### config.mk
export PLATFORM = sky130hd
export DESIGN_NAME = alu_op_sequencer
export DESIGN_NICKNAME = d
export VERILOG_FILES = /design/src/rtl/alu_pkg.sv /design/src/rtl/alu_op_decode.sv /design/src/rtl/alu_op_sequencer.sv
export SDC_FILE = /design/constraint.sdc
export NUM_CORES = 1
export LEC_CHECK = 0
export CAP_MARGIN = 15
export CORE_MARGIN = 5
export CORE_UTILIZATION = 39
export DETAILED_ROUTE_END_ITERATION = 6
export GPL_ROUTABILITY_DRIVEN = 0
export PLACE_DENSITY_LB_ADDON = 0.25
export SLEW_MARGIN = 20
export SYNTH_ARGS = -nofsm -noshare
export SYNTH_HDL_FRONTEND = slang
export SYNTH_SLANG_ARGS = --single-unit
### constraint.sdc
create_clock -name clk -period 1.75 [get_ports clk]
set_input_delay 0.35 -clock clk [delete_from_list [all_inputs] [get_ports clk]]
set_output_delay 0.35 -clock clk [all_outputs]
set_load 0.01 [all_outputs]
### src/rtl/alu_pkg.sv
// Shared ALU control codes, ARM data-processing opcodes and sequencer FSM states.
// Used by the ALU front-end sequencer and its opcode decoder.
package alu_pkg;

    localparam logic [3:0] ALU_AND = 4'b0000;
    localparam logic [3:0] ALU_OR  = 4'b0001;
    localparam logic [3:0] ALU_ADD = 4'b0010;
    localparam logic [3:0] ALU_SUB = 4'b0011;
    localparam logic [3:0] ALU_SLT = 4'b0100;
    localparam logic [3:0] ALU_XOR = 4'b0101;

    localparam logic [3:0] OP_AND = 4'b0000;
    localparam logic [3:0] OP_EOR = 4'b0001;
    localparam logic [3:0] OP_SUB = 4'b0010;
    localparam logic [3:0] OP_RSB = 4'b0011;
    localparam logic [3:0] OP_ADD = 4'b0100;
    localparam logic [3:0] OP_ADC = 4'b0101;
    localparam logic [3:0] OP_SBC = 4'b0110;
    localparam logic [3:0] OP_RSC = 4'b0111;
    localparam logic [3:0] OP_TST = 4'b1000;
    localparam logic [3:0] OP_TEQ = 4'b1001;
    localparam logic [3:0] OP_CMP = 4'b1010;
    localparam logic [3:0] OP_CMN = 4'b1011;
    localparam logic [3:0] OP_ORR = 4'b1100;
    localparam logic [3:0] OP_MOV = 4'b1101;
    localparam logic [3:0] OP_BIC = 4'b1110;
    localparam logic [3:0] OP_MVN = 4'b1111;

    typedef enum logic [1:0] {
        S_IDLE = 2'd0,
        S_EXEC = 2'd1,
        S_MUL  = 2'd2,
        S_RESP = 2'd3
    } seq_state_t;

endpackage

### src/rtl/alu_op_decode.sv
// Purpose: map an ARM data-processing opcode and operands onto ALU operands/control.
// Latency: purely combinational.
// Backpressure: none; the caller decides when the result is used.
module alu_op_decode
    import alu_pkg::*;
#(
    parameter int WIDTH = 32
) (
    input  logic [3:0]       opcode,
    input  logic [WIDTH-1:0] a,
    input  logic [WIDTH-1:0] b,
    output logic [WIDTH-1:0] alu_a,
    output logic [WIDTH-1:0] alu_b,
    output logic [3:0]       alu_ctrl,
    output logic             wb,
    output logic             err
);

    always_comb begin
        alu_a    = a;
        alu_b    = b;
        alu_ctrl = ALU_AND;
        wb       = 1'b1;
        err      = 1'b0;
        case (opcode)
            OP_AND: alu_ctrl = ALU_AND;
            OP_EOR: alu_ctrl = ALU_XOR;
            OP_SUB: alu_ctrl = ALU_SUB;
            OP_RSB: begin alu_a = b; alu_b = a; alu_ctrl = ALU_SUB; end
            OP_ADD: alu_ctrl = ALU_ADD;
            OP_TST: begin alu_ctrl = ALU_AND; wb = 1'b0; end
            OP_TEQ: begin alu_ctrl = ALU_XOR; wb = 1'b0; end
            OP_CMP: begin alu_ctrl = ALU_SUB; wb = 1'b0; end
            OP_CMN: begin alu_ctrl = ALU_ADD; wb = 1'b0; end
            OP_ORR: alu_ctrl = ALU_OR;
            OP_MOV: begin alu_a = '0; alu_ctrl = ALU_OR; end
            OP_BIC: begin alu_b = ~b; alu_ctrl = ALU_AND; end
            OP_MVN: begin alu_a = b; alu_b = '1; alu_ctrl = ALU_XOR; end
            // ADC/SBC/RSC need a carry-in the ALU does not have
            default: begin alu_a = '0; alu_b = '0; wb = 1'b0; err = 1'b1; end
        endcase
    end

endmodule

### src/rtl/alu_op_sequencer.sv
// Purpose: valid/ready front end for the ALU; optional shift-add MUL via macro ALU_SEQ_MUL_EN.
// Latency: response 2 cycles after accept (error 1, MUL 34); one request in flight.
// Backpressure: req_ready only in IDLE; response held stable until rsp_ready.
module alu_op_sequencer
    import alu_pkg::*;
#(
    parameter int WIDTH = 32
) (
    input  logic             clk,
    input  logic             rst,
    input  logic             req_valid,
    output logic             req_ready,
    input  logic [3:0]       req_opcode,
    input  logic             req_mul,
    input  logic [WIDTH-1:0] req_a,
    input  logic [WIDTH-1:0] req_b,
    output logic             rsp_valid,
    input  logic             rsp_ready,
    output logic [WIDTH-1:0] rsp_result,
    output logic             rsp_zero,
    output logic             rsp_neg,
    output logic             rsp_wb,
    output logic             rsp_err,
    output logic [WIDTH-1:0] alu_operand_a,
    output logic [WIDTH-1:0] alu_operand_b,
    output logic [3:0]       alu_control,
    input  logic [WIDTH-1:0] alu_result,
    input  logic             alu_zero
);

    seq_state_t       state, state_nxt;
    logic [WIDTH-1:0] dec_a, dec_b;
    logic [3:0]       dec_ctrl;
    logic             dec_wb, dec_err;
    logic             req_bad;

    alu_op_decode #(.WIDTH(WIDTH)) u_decode (
        .opcode   (req_opcode),
        .a        (req_a),
        .b        (req_b),
        .alu_a    (dec_a),
        .alu_b    (dec_b),
        .alu_ctrl (dec_ctrl),
        .wb       (dec_wb),
        .err      (dec_err)
    );

`ifdef ALU_SEQ_MUL_EN
    localparam int CW = $clog2(WIDTH);
    logic [WIDTH-1:0] mplier;
    logic [CW-1:0]    mul_cnt;
    logic             mul_pend;
    logic             mul_zero;
    logic             mul_last;

    assign req_bad  = !req_mul && dec_err;
    assign mul_last = (mul_cnt == CW'(WIDTH - 1));
`else
    assign req_bad  = req_mul || dec_err;
`endif

    assign rsp_neg = rsp_result[WIDTH-1];

    always_ff @(posedge clk) begin
        if (rst) state <= S_IDLE;
        else     state <= state_nxt;
    end

    always_comb begin
        state_nxt = state;
        req_ready = 1'b0;
        rsp_valid = 1'b0;
        case (state)
            S_IDLE: begin
                req_ready = 1'b1;
                if (req_valid) state_nxt = req_bad ? S_RESP : S_EXEC;
            end
`ifdef ALU_SEQ_MUL_EN
            S_EXEC: state_nxt = mul_pend ? S_MUL : S_RESP;
            S_MUL:  if (mul_last) state_nxt = S_RESP;
`else
            S_EXEC: state_nxt = S_RESP;
`endif
            S_RESP: begin
                rsp_valid = 1'b1;
                if (rsp_ready) state_nxt = S_IDLE;
            end
            default: state_nxt = S_IDLE;
        endcase
    end

    always_ff @(posedge clk) begin
        if (rst) begin
            rsp_result    <= '0;
            rsp_zero      <= 1'b0;
            rsp_wb        <= 1'b0;
            rsp_err       <= 1'b0;
            alu_operand_a <= '0;
            alu_operand_b <= '0;
            alu_control   <= ALU_AND;
`ifdef ALU_SEQ_MUL_EN
            mplier        <= '0;
            mul_cnt       <= '0;
            mul_pend      <= 1'b0;
            mul_zero      <= 1'b0;
`endif
        end else begin
            case (state)
                S_IDLE: if (req_valid) begin
`ifdef ALU_SEQ_MUL_EN
                    mul_pend <= req_mul;
`endif
                    // Rejected requests leave the ALU ports untouched
                    if (req_bad) begin
                        rsp_result <= '0;
                        rsp_zero   <= 1'b1;
                        rsp_wb     <= 1'b0;
                        rsp_err    <= 1'b1;
                    end
`ifdef ALU_SEQ_MUL_EN
                    else if (req_mul) begin
                        alu_operand_a <= '0;
                        alu_operand_b <= req_a;
                        alu_control   <= ALU_ADD;
                        mplier        <= req_b;
                        mul_cnt       <= '0;
                        mul_zero      <= 1'b1;
                        rsp_wb        <= 1'b1;
                        rsp_err       <= 1'b0;
                    end
`endif
                    else begin
                        alu_operand_a <= dec_a;
                        alu_operand_b <= dec_b;
                        alu_control   <= dec_ctrl;
                        rsp_wb        <= dec_wb;
                        rsp_err       <= 1'b0;
                    end
                end
                S_EXEC: begin
                    rsp_result <= alu_result;
                    rsp_zero   <= alu_zero;
                end
`ifdef ALU_SEQ_MUL_EN
                // operand_a doubles as the accumulator; operand_b walks req_a << i
                S_MUL: begin
                    if (mplier[0]) begin
                        alu_operand_a <= alu_result;
                        mul_zero      <= alu_zero;
                    end
                    alu_operand_b <= alu_operand_b << 1;
                    mplier        <= mplier >> 1;
                    mul_cnt       <= mul_cnt + CW'(1);
                    if (mul_last) begin
                        rsp_result <= mplier[0] ? alu_result : alu_operand_a;
                        rsp_zero   <= mplier[0] ? alu_zero : mul_zero;
                    end
                end
`endif
                default: ;
            endcase
        end
    end

endmodule

==> impl_metrics.json, run 1 <==
{
  "status": "finished with violations",
  "violations": "setup timing",
  "coreArea_sq_mm": 0.0132,
  "yosysWarnings": 0,
  "clkTransAtPathRegs_ps": 70,
  "vias": 6077,
  "synthTopCellsByArea": "dfxtp_1 (40%), a21oi_1 (6.5%), nor2_1 (5.5%), a221oi_1 (5.4%), o2111ai_1 (5.4%)",
  "p_leak_nw": 2.95,
  "start_util_pct": 39.6,
  "multiInputGateArea_sq_mm": 0.00327,
  "synth_area_sq_mm": 0.00522,
  "fmax_ghz": 0.558,
  "clk_latency_ps": 350,
  "max-vdd-ir-drop_mv": 0.407,
  "synth_edf_count": 0,
  "rsz0062_at_grt": "true",
  "drt_wl_total_mm": 20.2,
  "wl_per_cell_microns": 19.6,
  "layout_min_cycle_time_ps": 1790,
  "timing.final.crit_share_pct": 102,
  "drt_iter0_markers": 504,
  "die_h_microns": 126,
  "postLayoutCoreUtil_pct": 65.7,
  "final.setup.tns_ps": -159,
  "grt.overflow.total": 0,
  "clockBufferDepth": 2,
  "dpl_cell_area_sq_mm": 0.00769,
  "num-fill-cells": 1055,
  "cts_buffers": 9,
  "design_area_sq_mm": 0.00867,
  "stdcell_count": 1030,
  "ios": 212,
  "min_path_type": "reg2reg",
  "ys_async_sr_fraction_pct": 0,
  "grt_pass1_wl_mm": 30.9,
  "start_kind": "flip-flop",
  "post-place-ws_ps": -660,
  "drive_gt1_share_pct": 17.9,
  "cts_hold_buf": 0,
  "antenna_found_initial": 0,
  "setup_viol": 9,
  "synth_top_area_share_pct": 39.9,
  "yosys_register_bits": 104,
  "die_width_microns": 126,
  "required_ps": 2010,
  "ys_types": 35,
  "grt_max_degree": 39,
  "finalMaxSlewViolations": 0,
  "via_per_inst": 5.90,
  "syn_inst": 647,
  "antenna_left": 0,
  "diodes": 0,
  "seq_area_sq_mm": 0.00208,
  "p_per_area_mw_per_mm2": 751,
  "setup_ws_ps": -41.3,
  "ys_seq_area_share_pct": 39.9,
  "synth_top_area_cell": "dfxtp_1",
  "crit_fanout": 7,
  "dpl.hpwl_mm": 13.5,
  "final_net_count": 955,
  "tightest_slew_ps": 627,
  "power.total_mw": 6.51,
  "synth.most_common_cell": "dfxtp_1",
  "drv_cap": 0,
  "crit_arrival_ps": 2050,
  "grt_pass1_vias": 6045,
  "hold_ws_ps": 463,
  "io_buffers": 210,
  "relSlewSlack_pct": 58.1,
  "ys.flop_type": "dfxtp_1",
  "h-tree-depth": 3,
  "cts_sinks": 104,
  "final-hold-violation-count": 0,
  "critPathKind": "reg2reg",
  "synth_common_cells": "dfxtp_1 (104), nor2_1 (77), a21oi_1 (68), clkbuf_1 (57), nor2b_1 (37)",
  "end_kind": "flip-flop",
  "syn_nets": 753,
  "syn2layout_area_growth_pct": 66.0,
  "drc": 0,
  "drt_first_pass_iters": 5,
  "grt.total_usage_pct": 23.3,
  "fin_skew_ps": 9.24,
  "die_area_sq_mm": 0.0158,
  "syn_avg_cell_area_sq_um": 8.07,
  "cts_tree": "done",
  "rows": 42,
  "cts-root-buf": "clkbuf_16",
  "placed_cells": 1001
}
per-layer routing:
layer,global-route usage (%),vias up,wire (microns)
li1,-,2812,-
met1,28.8,2907,8060
met2,40.5,317,9980
met3,5.04,41,1750
met4,7.40,0,383
met5,0,-,0
layout make-up:
type,instances,area share (%)
inverter,1,0.0433
clock inverter,7,0.823
sequential,104,24.0
timing repair buffer,268,32.3
clock buffer,9,2.60
tap,176,2.54
multi-input combinational,465,37.7
state kept, by name, summed over array words and instances (netlist names):
signal and cells:
alu_control 3, rsp_zero 1, rsp_wb 1, state 2, alu_operand_b 32, rsp_err 1
alu_operand_a 32, rsp_result 32
report_power, final:
part	switching, mW	internal [mW]	total [mW]
Clock	0.898	1.11	2.01
Sequential	0.105	2.53	2.64
Combinational	0.929	0.938	1.87
critical path, stage by stage, from the launching register on:
cell,delay (ps)
dfxtp_2,320
or3b_4,420
buf_6,140
a211oi_4,200
buf_6,220
clkbuf_16,180
nor2_1,50
a211oi_1,190
final timing paths:
check,start,end,slack (ps),depth (start not counted)
worst min register to register,alu_control[2],alu_control[2],460,2
worst min-delay path,alu_control[2],alu_control[2],460,2
worst max register to register,state[0],alu_operand_b[20],-40,7
worst max-delay path,state[0],alu_operand_b[20],-40,7
cell usage in the layout (no fill, tap or decap), types with 2 or more instances in the layout:
cell type        instances
nor2_2                  10
buf_8                    4
a211oi_1                18
nor3_1                  30
a21oi_2                  2
o21ai_0                 32
a221oi_4                 8
nand2_1                 35
buf_6                    8
buf_12                  10
nor2b_1                 35
dfxtp_2                  2
clkinvlp_4               3
clkbuf_16               14
nor2_4                   3
clkdlybuf4s50_1        202
clkinv_2                 2
nand3b_1                32
a211oi_2                15
dfxtp_1                102
o2111ai_1               32
and2_1                   3
nor2_1                  64
dlymetal6s2s_1           2
a221oi_2                24
buf_4                   32
a21oi_1                 66
o211ai_1                33
dlygate4sd2_1            3
nor3_2                   3
kinds of logic after synthesis:
kind of cell,Yosys count,synth area share (%)
AO/OA/AOI/OAI,241,32.0
AND/OR/NAND/NOR,223,21.4
flip-flops,104,39.9
buffers and inverters,78,6.71
other,1,0.0718
what timing repair did:
action,4_1_cts,5_1_grt
cloned,3,6
setup buffers,9,0
resized for setup,64,44
pin swaps,12,36
setup endpoints to repair,90,101
No activity file was read; power rests on OpenSTA's default activity.
==> run 2, diff against run 1 <==
- CORE_MARGIN: 5 -> unset
==> run 2 against run 1 <==
  * The flow still finishes with violations (setup timing)
  * Non-clock buffer count increased by 19
  * Final cell count is 1.6% higher
  * Clock skew fell by 6.1 ps
  * Clock power is 3% higher
  * Worst setup slack worse by 27 ps
  * Register-to-register slack got worse by 30 ps
  * Largest cell class unchanged
  * Critical endpoint is now alu_operand_b[23]
==> impl_metrics.json, run 2 (synthesis gave the netlist of run 1 again) <==
{
  "clk_latency_ps": 340,
  "placed_cells": 1008,
  "clkTransAtPathRegs_ps": 70,
  "antenna_left": 0,
  "critPathBufInv": 2,
  "layout_min_cycle_time_ps": 1820,
  "rows": 41,
  "clockBufferDepth": 2,
  "cts_tree": "done",
  "critPathKind": "reg2reg",
  "violations": "setup timing",
  "drt_first_pass_iters": 5,
  "hold_end": "alu_control[0]",
  "drv_cap": 0,
  "fin_skew_ps": 3.17,
  "cts_hold_buf": 0,
  "crit_arrival_ps": 2040,
  "reg2regPathDepth": 6,
  "start_util_pct": 40.7,
  "reg2reg_to": "alu_operand_b[23]",
  "grt.total_usage_pct": 26.8,
  "path_cells": "or3b_4, a211o_4, a41oi_4, buf_6, clkbuf_16, a211oi_2",
  "ios": 212,
  "p_leak_nw": 3.05,
  "dpl.hpwl_mm": 13.2,
  "fmax_ghz": 0.550,
  "num-fill-cells": 1007,
  "rr_startpoint": "state[0]",
  "cts_buffers": 9,
  "h-tree-depth": 3,
  "setup_viol": 37,
  "status": "finished with violations",
  "antenna_found_initial": 2,
  "rsz0062_at_grt": "true",
  "grt.overflow.total": 0,
  "hp-start": "alu_control[0]",
  "layout_commonest_cell": "clkdlybuf4s50_1",
  "ff2ff_setup_slack_ps": -70,
  "design_area_sq_mm": 0.00882,
  "die_width_microns": 118,
  "timing.final.crit_share_pct": 104,
  "drt_iter0_markers": 515,
  "crit_family": "compound AO/OA/AOI/OAI gates",
  "tightest_slew_ps": 659,
  "required_ps": 1970,
  "grt_pass1_wl_mm": 30.3,
  "final_net_count": 974,
  "drc": 0,
  "stdcell_count": 1046,
  "via_per_inst": 5.96,
  "relSlewSlack_pct": 56.0,
  "io_buffers": 210,
  "drt_wl_total_mm": 20.4,
  "vias": 6237,
  "wl_per_cell_microns": 19.5,
  "crit_fanout": 5,
  "finalMaxSlewViolations": 0,
  "setup_ws_ps": -68.3,
  "end_kind": "flip-flop",
  "power.total_mw": 6.63,
  "syn2layout_area_growth_pct": 69.0,
  "largest_registers": "alu_operand_a: 32 flops, alu_operand_b: 32 flops, rsp_result: 32 flops",
  "die_area_sq_mm": 0.0139,
  "max-vdd-ir-drop_mv": 0.393,
  "grt_pass1_vias": 5880,
  "post-place-ws_ps": -761,
  "holdPathStages": 2,
  "dpl_cell_area_sq_mm": 0.00777,
  "die_h_microns": 118,
  "p_per_area_mw_per_mm2": 751,
  "drive_gt1_share_pct": 19.6,
  "min_path_type": "reg2reg",
  "cts_sinks": 104,
  "final-hold-violation-count": 0,
  "grt_max_degree": 41,
  "start_kind": "flip-flop",
  "cpMaxStageDelayCell": "or3b_4",
  "cts-root-buf": "clkbuf_16",
  "slowest_delay_ps": 410,
  "final_cell_mix": "clkdlybuf4s50_1 (202), dfxtp_1 (103), nor2_1 (73), a21oi_1 (66), buf_4 (49)",
  "coreArea_sq_mm": 0.0128
}
run 2: cell count changes in the layout (fill, tap and decap cells not counted), moves of 3 or more:
cell,change
clkinvlp_4,-3
buf_4,+17
nor2_4,-3
nor2_2,-6
nor2_1,+9
buf_16,+3
a221oi_1,+7
a211oi_2,+13
a211oi_1,-13
a221oi_4,-7
run 2: worst register-to-register path, cell delays in order (launching register included):
cell	delay, ps
dfxtp_2	320
or3b_4	410
a211o_4	370
a41oi_4	210
buf_6	160
clkbuf_16	160
a211oi_2	70
run 2: layer usage:
metal	track usage, %	part of all wire (%)
met4	9.78	3.0
met2	45.4	47
met3	6.25	8.2
met5	0	0.049
met1	32.9	41
run 2: worst max-delay path by stage:
stage / startpoint / to / depth (start not counted)
after floorplan: state[0] / alu_operand_b[0] / 7
after global placement: req_opcode[3] / alu_operand_b[29] / 5
after detailed placement: req_opcode[3] / alu_operand_b[24] / 5
after CTS: req_opcode[2] / alu_operand_b[2] / 7
after global routing: state[0] / alu_operand_b[31] / 6
final: state[0] / alu_operand_b[23] / 6
run 2: area by class of cell:
class                   count  area, sq um  area share, %
multi-input cells         465         3210           36.3
repair buffers            287         3000           34.0
flip-flops and latches    104         2080           23.6
clock buffers              12          256           2.91
well taps                 172          215           2.44
clock inverters             4         52.6          0.596
inverters                   1         3.75         0.0425
diodes                      1         2.50         0.0284
run 2: through the flow:
| step | hold WS, ps | setup TNS [ps] | util [%] |
|---|---|---|---|
| floorplan | 422 | -1620 | - |
| global placement | 456 | -47650 | 60.6 |
| detailed placement | 454 | -53990 | 60.6 |
| CTS | 453 | -29.8 | 65.0 |
| global route | 478 | -4040 | 68.8 |
| finish | 465 | -1640 | 68.8 |
run 2: where the power goes:
| part | leakage [nW] | internal (mW) | switching, mW |
|---|---|---|---|
| combinational | 2.05 | 0.981 | 0.945 |
| sequential | 0.850 | 2.53 | 0.0988 |
| clock | 0.153 | 1.19 | 0.879 |
run 2: what timing repair did:
item,in CTS,in global routing
hold endpoints to repair,0,0
pin swaps,9,12
cloned,4,7
endpoints found under the setup margin,84,67
resized for setup,30,60
buffers inserted,4,7
==> run 3, diff against run 2 <==
- CORE_UTILIZATION: 39 -> 43
- SYNTH_HIERARCHICAL: unset -> 1
==> run 3 against run 2 <==
  * The flow now finishes without violations
  * First-iteration DRC count increased by 5.8%
  * Critical path type is now in2reg
  * Synthesized cell count increased by 30%
  * Highest routed layer unchanged
  * Final cell count increased by 17%
  * Critical path depth increased by 1
  * Total power decreased by 1.2%
==> impl_metrics.json, run 3 <==
{
  "status": "completed",
  "crit_fanout": 9,
  "die_area_sq_mm": 0.0161,
  "syn2layout_area_growth_pct": 42.7,
  "cpMaxStageDelayCell": "clkdlybuf4s50_1",
  "via_per_inst": 5.73,
  "yosys.area_share.simple_pct": 15.3,
  "dpl_cell_area_sq_mm": 0.00915,
  "drt_wl_total_mm": 21.3,
  "path_cells": "clkdlybuf4s50_1, nor3b_4, nor3b_4, buf_6, buf_4, buf_12, mux2i_1",
  "hold_ws_ps": 391,
  "ys_types": 35,
  "synth_xor_area_share_pct": 0,
  "synth_area_sq_mm": 0.00670,
  "p_per_area_mw_per_mm2": 685,
  "tightest_slew_ps": 921,
  "ys_seq_area_share_pct": 31.4,
  "rr_startpoint": "state[1]",
  "postLayoutCoreUtil_pct": 62.8,
  "finalMaxSlewViolations": 0,
  "setup_ws_ps": 71.8,
  "seq_area_sq_mm": 0.00210,
  "reg2reg_to": "alu_operand_a[1]",
  "holdPathStages": 4,
  "drt_first_pass_iters": 4,
  "grt.overflow.total": 0,
  "synth.most_common_cell": "a21oi_1",
  "yosys_register_bits": 105,
  "power.total_mw": 6.55,
  "hp-start": "req_opcode[2]",
  "grt_max_degree": 37,
  "drc": 0,
  "synth_top_family_by_area": "compound AO/OA/AOI/OAI gates",
  "syn_nets": 945,
  "stdcell_count": 1226,
  "final.setup.tns_ps": 0,
  "critPathCapture": "alu_operand_a[1]",
  "max-vdd-ir-drop_mv": 0.609,
  "drt_iter0_markers": 545,
  "grt_pass1_vias": 6548,
  "coreArea_sq_mm": 0.0152,
  "fin_skew_ps": 9.44,
  "required_ps": 2040,
  "min_path_type": "in2reg",
  "multiInputGateArea_sq_mm": 0.00404,
  "clockBufferDepth": 2,
  "synth_top_area_share_pct": 31.4,
  "crit_arrival_ps": 1970,
  "synth_edf_count": 0,
  "cts_sinks": 105,
  "antenna_left": 0,
  "syn_avg_cell_area_sq_um": 7.98,
  "placed_cells": 1203,
  "largest_registers": "alu_operand_a: 32 flops, alu_operand_b: 32 flops, rsp_result: 32 flops",
  "cts_buffers": 9,
  "post-place-ws_ps": -503,
  "fmax_ghz": 0.596,
  "h-tree-depth": 3,
  "slowest_delay_ps": 490,
  "final-hold-violation-count": 0,
  "critPathKind": "in2reg",
  "synth_top_area_cell": "dfxtp_1",
  "synthAdderAreaFrac_pct": 0,
  "layout_min_cycle_time_ps": 1680,
  "p_leak_nw": 3.53,
  "die_h_microns": 127,
  "synth_compound_area_share_pct": 33.9,
  "synthTopCellsByArea": "dfxtp_1 (31%), a21oi_1 (12%), mux2i_1 (10%), nand2_1 (7.8%), a211oi_2 (5.6%)",
  "dpl.hpwl_mm": 14.4,
  "reg2regPathDepth": 6,
  "ios": 212,
  "grt_pass1_wl_mm": 34.1,
  "clk_latency_ps": 360,
  "start_util_pct": 44.0,
  "cts-root-buf": "clkbuf_16",
  "syn_inst": 839,
  "final_net_count": 1138,
  "setup_viol": 0,
  "vias": 7028,
  "crit_top_cell": "nor3b_4",
  "ff2ff_setup_slack_ps": 190,
  "final_cell_mix": "clkdlybuf4s50_1 (205), a21oi_1 (162), nand2_1 (139), dfxtp_1 (103), mux2i_1 (68)",
  "synth_common_cells": "a21oi_1 (162), nand2_1 (139), dfxtp_1 (105), mux2i_1 (68)",
  "drive_gt1_share_pct": 12.7,
  "rows": 45,
  "clkTransAtPathRegs_ps": 80,
  "layout_commonest_cell": "clkdlybuf4s50_1",
  "grt.total_usage_pct": 26.3,
  "wl_per_cell_microns": 17.4,
  "die_width_microns": 127,
  "num-fill-cells": 1330,
  "antenna_found_initial": 2,
  "yosysWarnings": 6,
  "cts_hold_buf": 0,
  "cts_tree": "done",
  "design_area_sq_mm": 0.00955,
  "setup.worst_path.start": "req_valid",
  "synthMuxAreaShare_pct": 10.2,
  "relSlewSlack_pct": 38.3,
  "start_kind": "input port",
  "ys_async_sr_fraction_pct": 0,
  "timing.final.crit_share_pct": 95.9,
  "io_buffers": 211,
  "end_kind": "flip-flop",
  "ys.flop_type": "dfxtp_1",
  "drv_cap": 0
}
run 3: cell types whose count changed after synthesis, moves of 33 or more:
| cell | delta |
|---|---|
| a21oi_1 | +94 |
| o211ai_1 | -33 |
| mux2i_1 | +68 |
| nor2_1 | -71 |
| nand2_1 | +104 |
run 3: worst max-delay path: cells and delay by family:
kind	cells	cell delay [ps]
muxes	1	180
buffers and inverters	4	920
and+or+nand+nor	2	510
run 3: how the worst min path moves through the flow:
stage	slack, ps	end
global placement	440	alu_control[3]
finish	390	alu_operand_b[1]
floorplan	480	alu_control[0]
detailed placement	450	alu_operand_b[16]
CTS	370	alu_operand_b[1]
global route	430	alu_operand_b[11]
run 3: logic make-up after synthesis:
logic type             count (synthesis)
multiplexers                          68
other                                  1
AO/OA/AOI/OAI                        332
flip-flops                           105
buffers and inverters                107
AND/OR/NAND/NOR                      226
run 3: timing repair:
item                                    4_1_cts  5_1_grt
endpoints found under the setup margin       71       10
setup buffers                                 2        1
resized for setup                            12        4
cloned                                        3        0
pin swaps                                     1        0
run 3: area by class of cell:
type	instances	share of cell area [%]
antenna	1	0.0262
sequential	105	22.0
tap	188	2.46
inverter	7	0.301
clock buffer	9	2.36
timing repair buffer	280	29.9
clock inverter	7	0.629
multi-input combinational	629	42.3
run 3: report_power, final:
group / switching (mW) / internal (mW)
Clock: 1.03 / 0.996
Sequential: 0.0753 / 2.51
Combinational: 0.953 / 0.979
run 3: routing by layer:
| metal | global-route usage (%) | wire (microns) | vias up |
|---|---|---|---|
| li1 | - | - | 3402 |
| met1 | 34.3 | 9380 | 3289 |
| met2 | 43.5 | 9940 | 309 |
| met3 | 5.44 | 1690 | 26 |
| met4 | 8.33 | 318 | 2 |
| met5 | 0 | 13 | - |
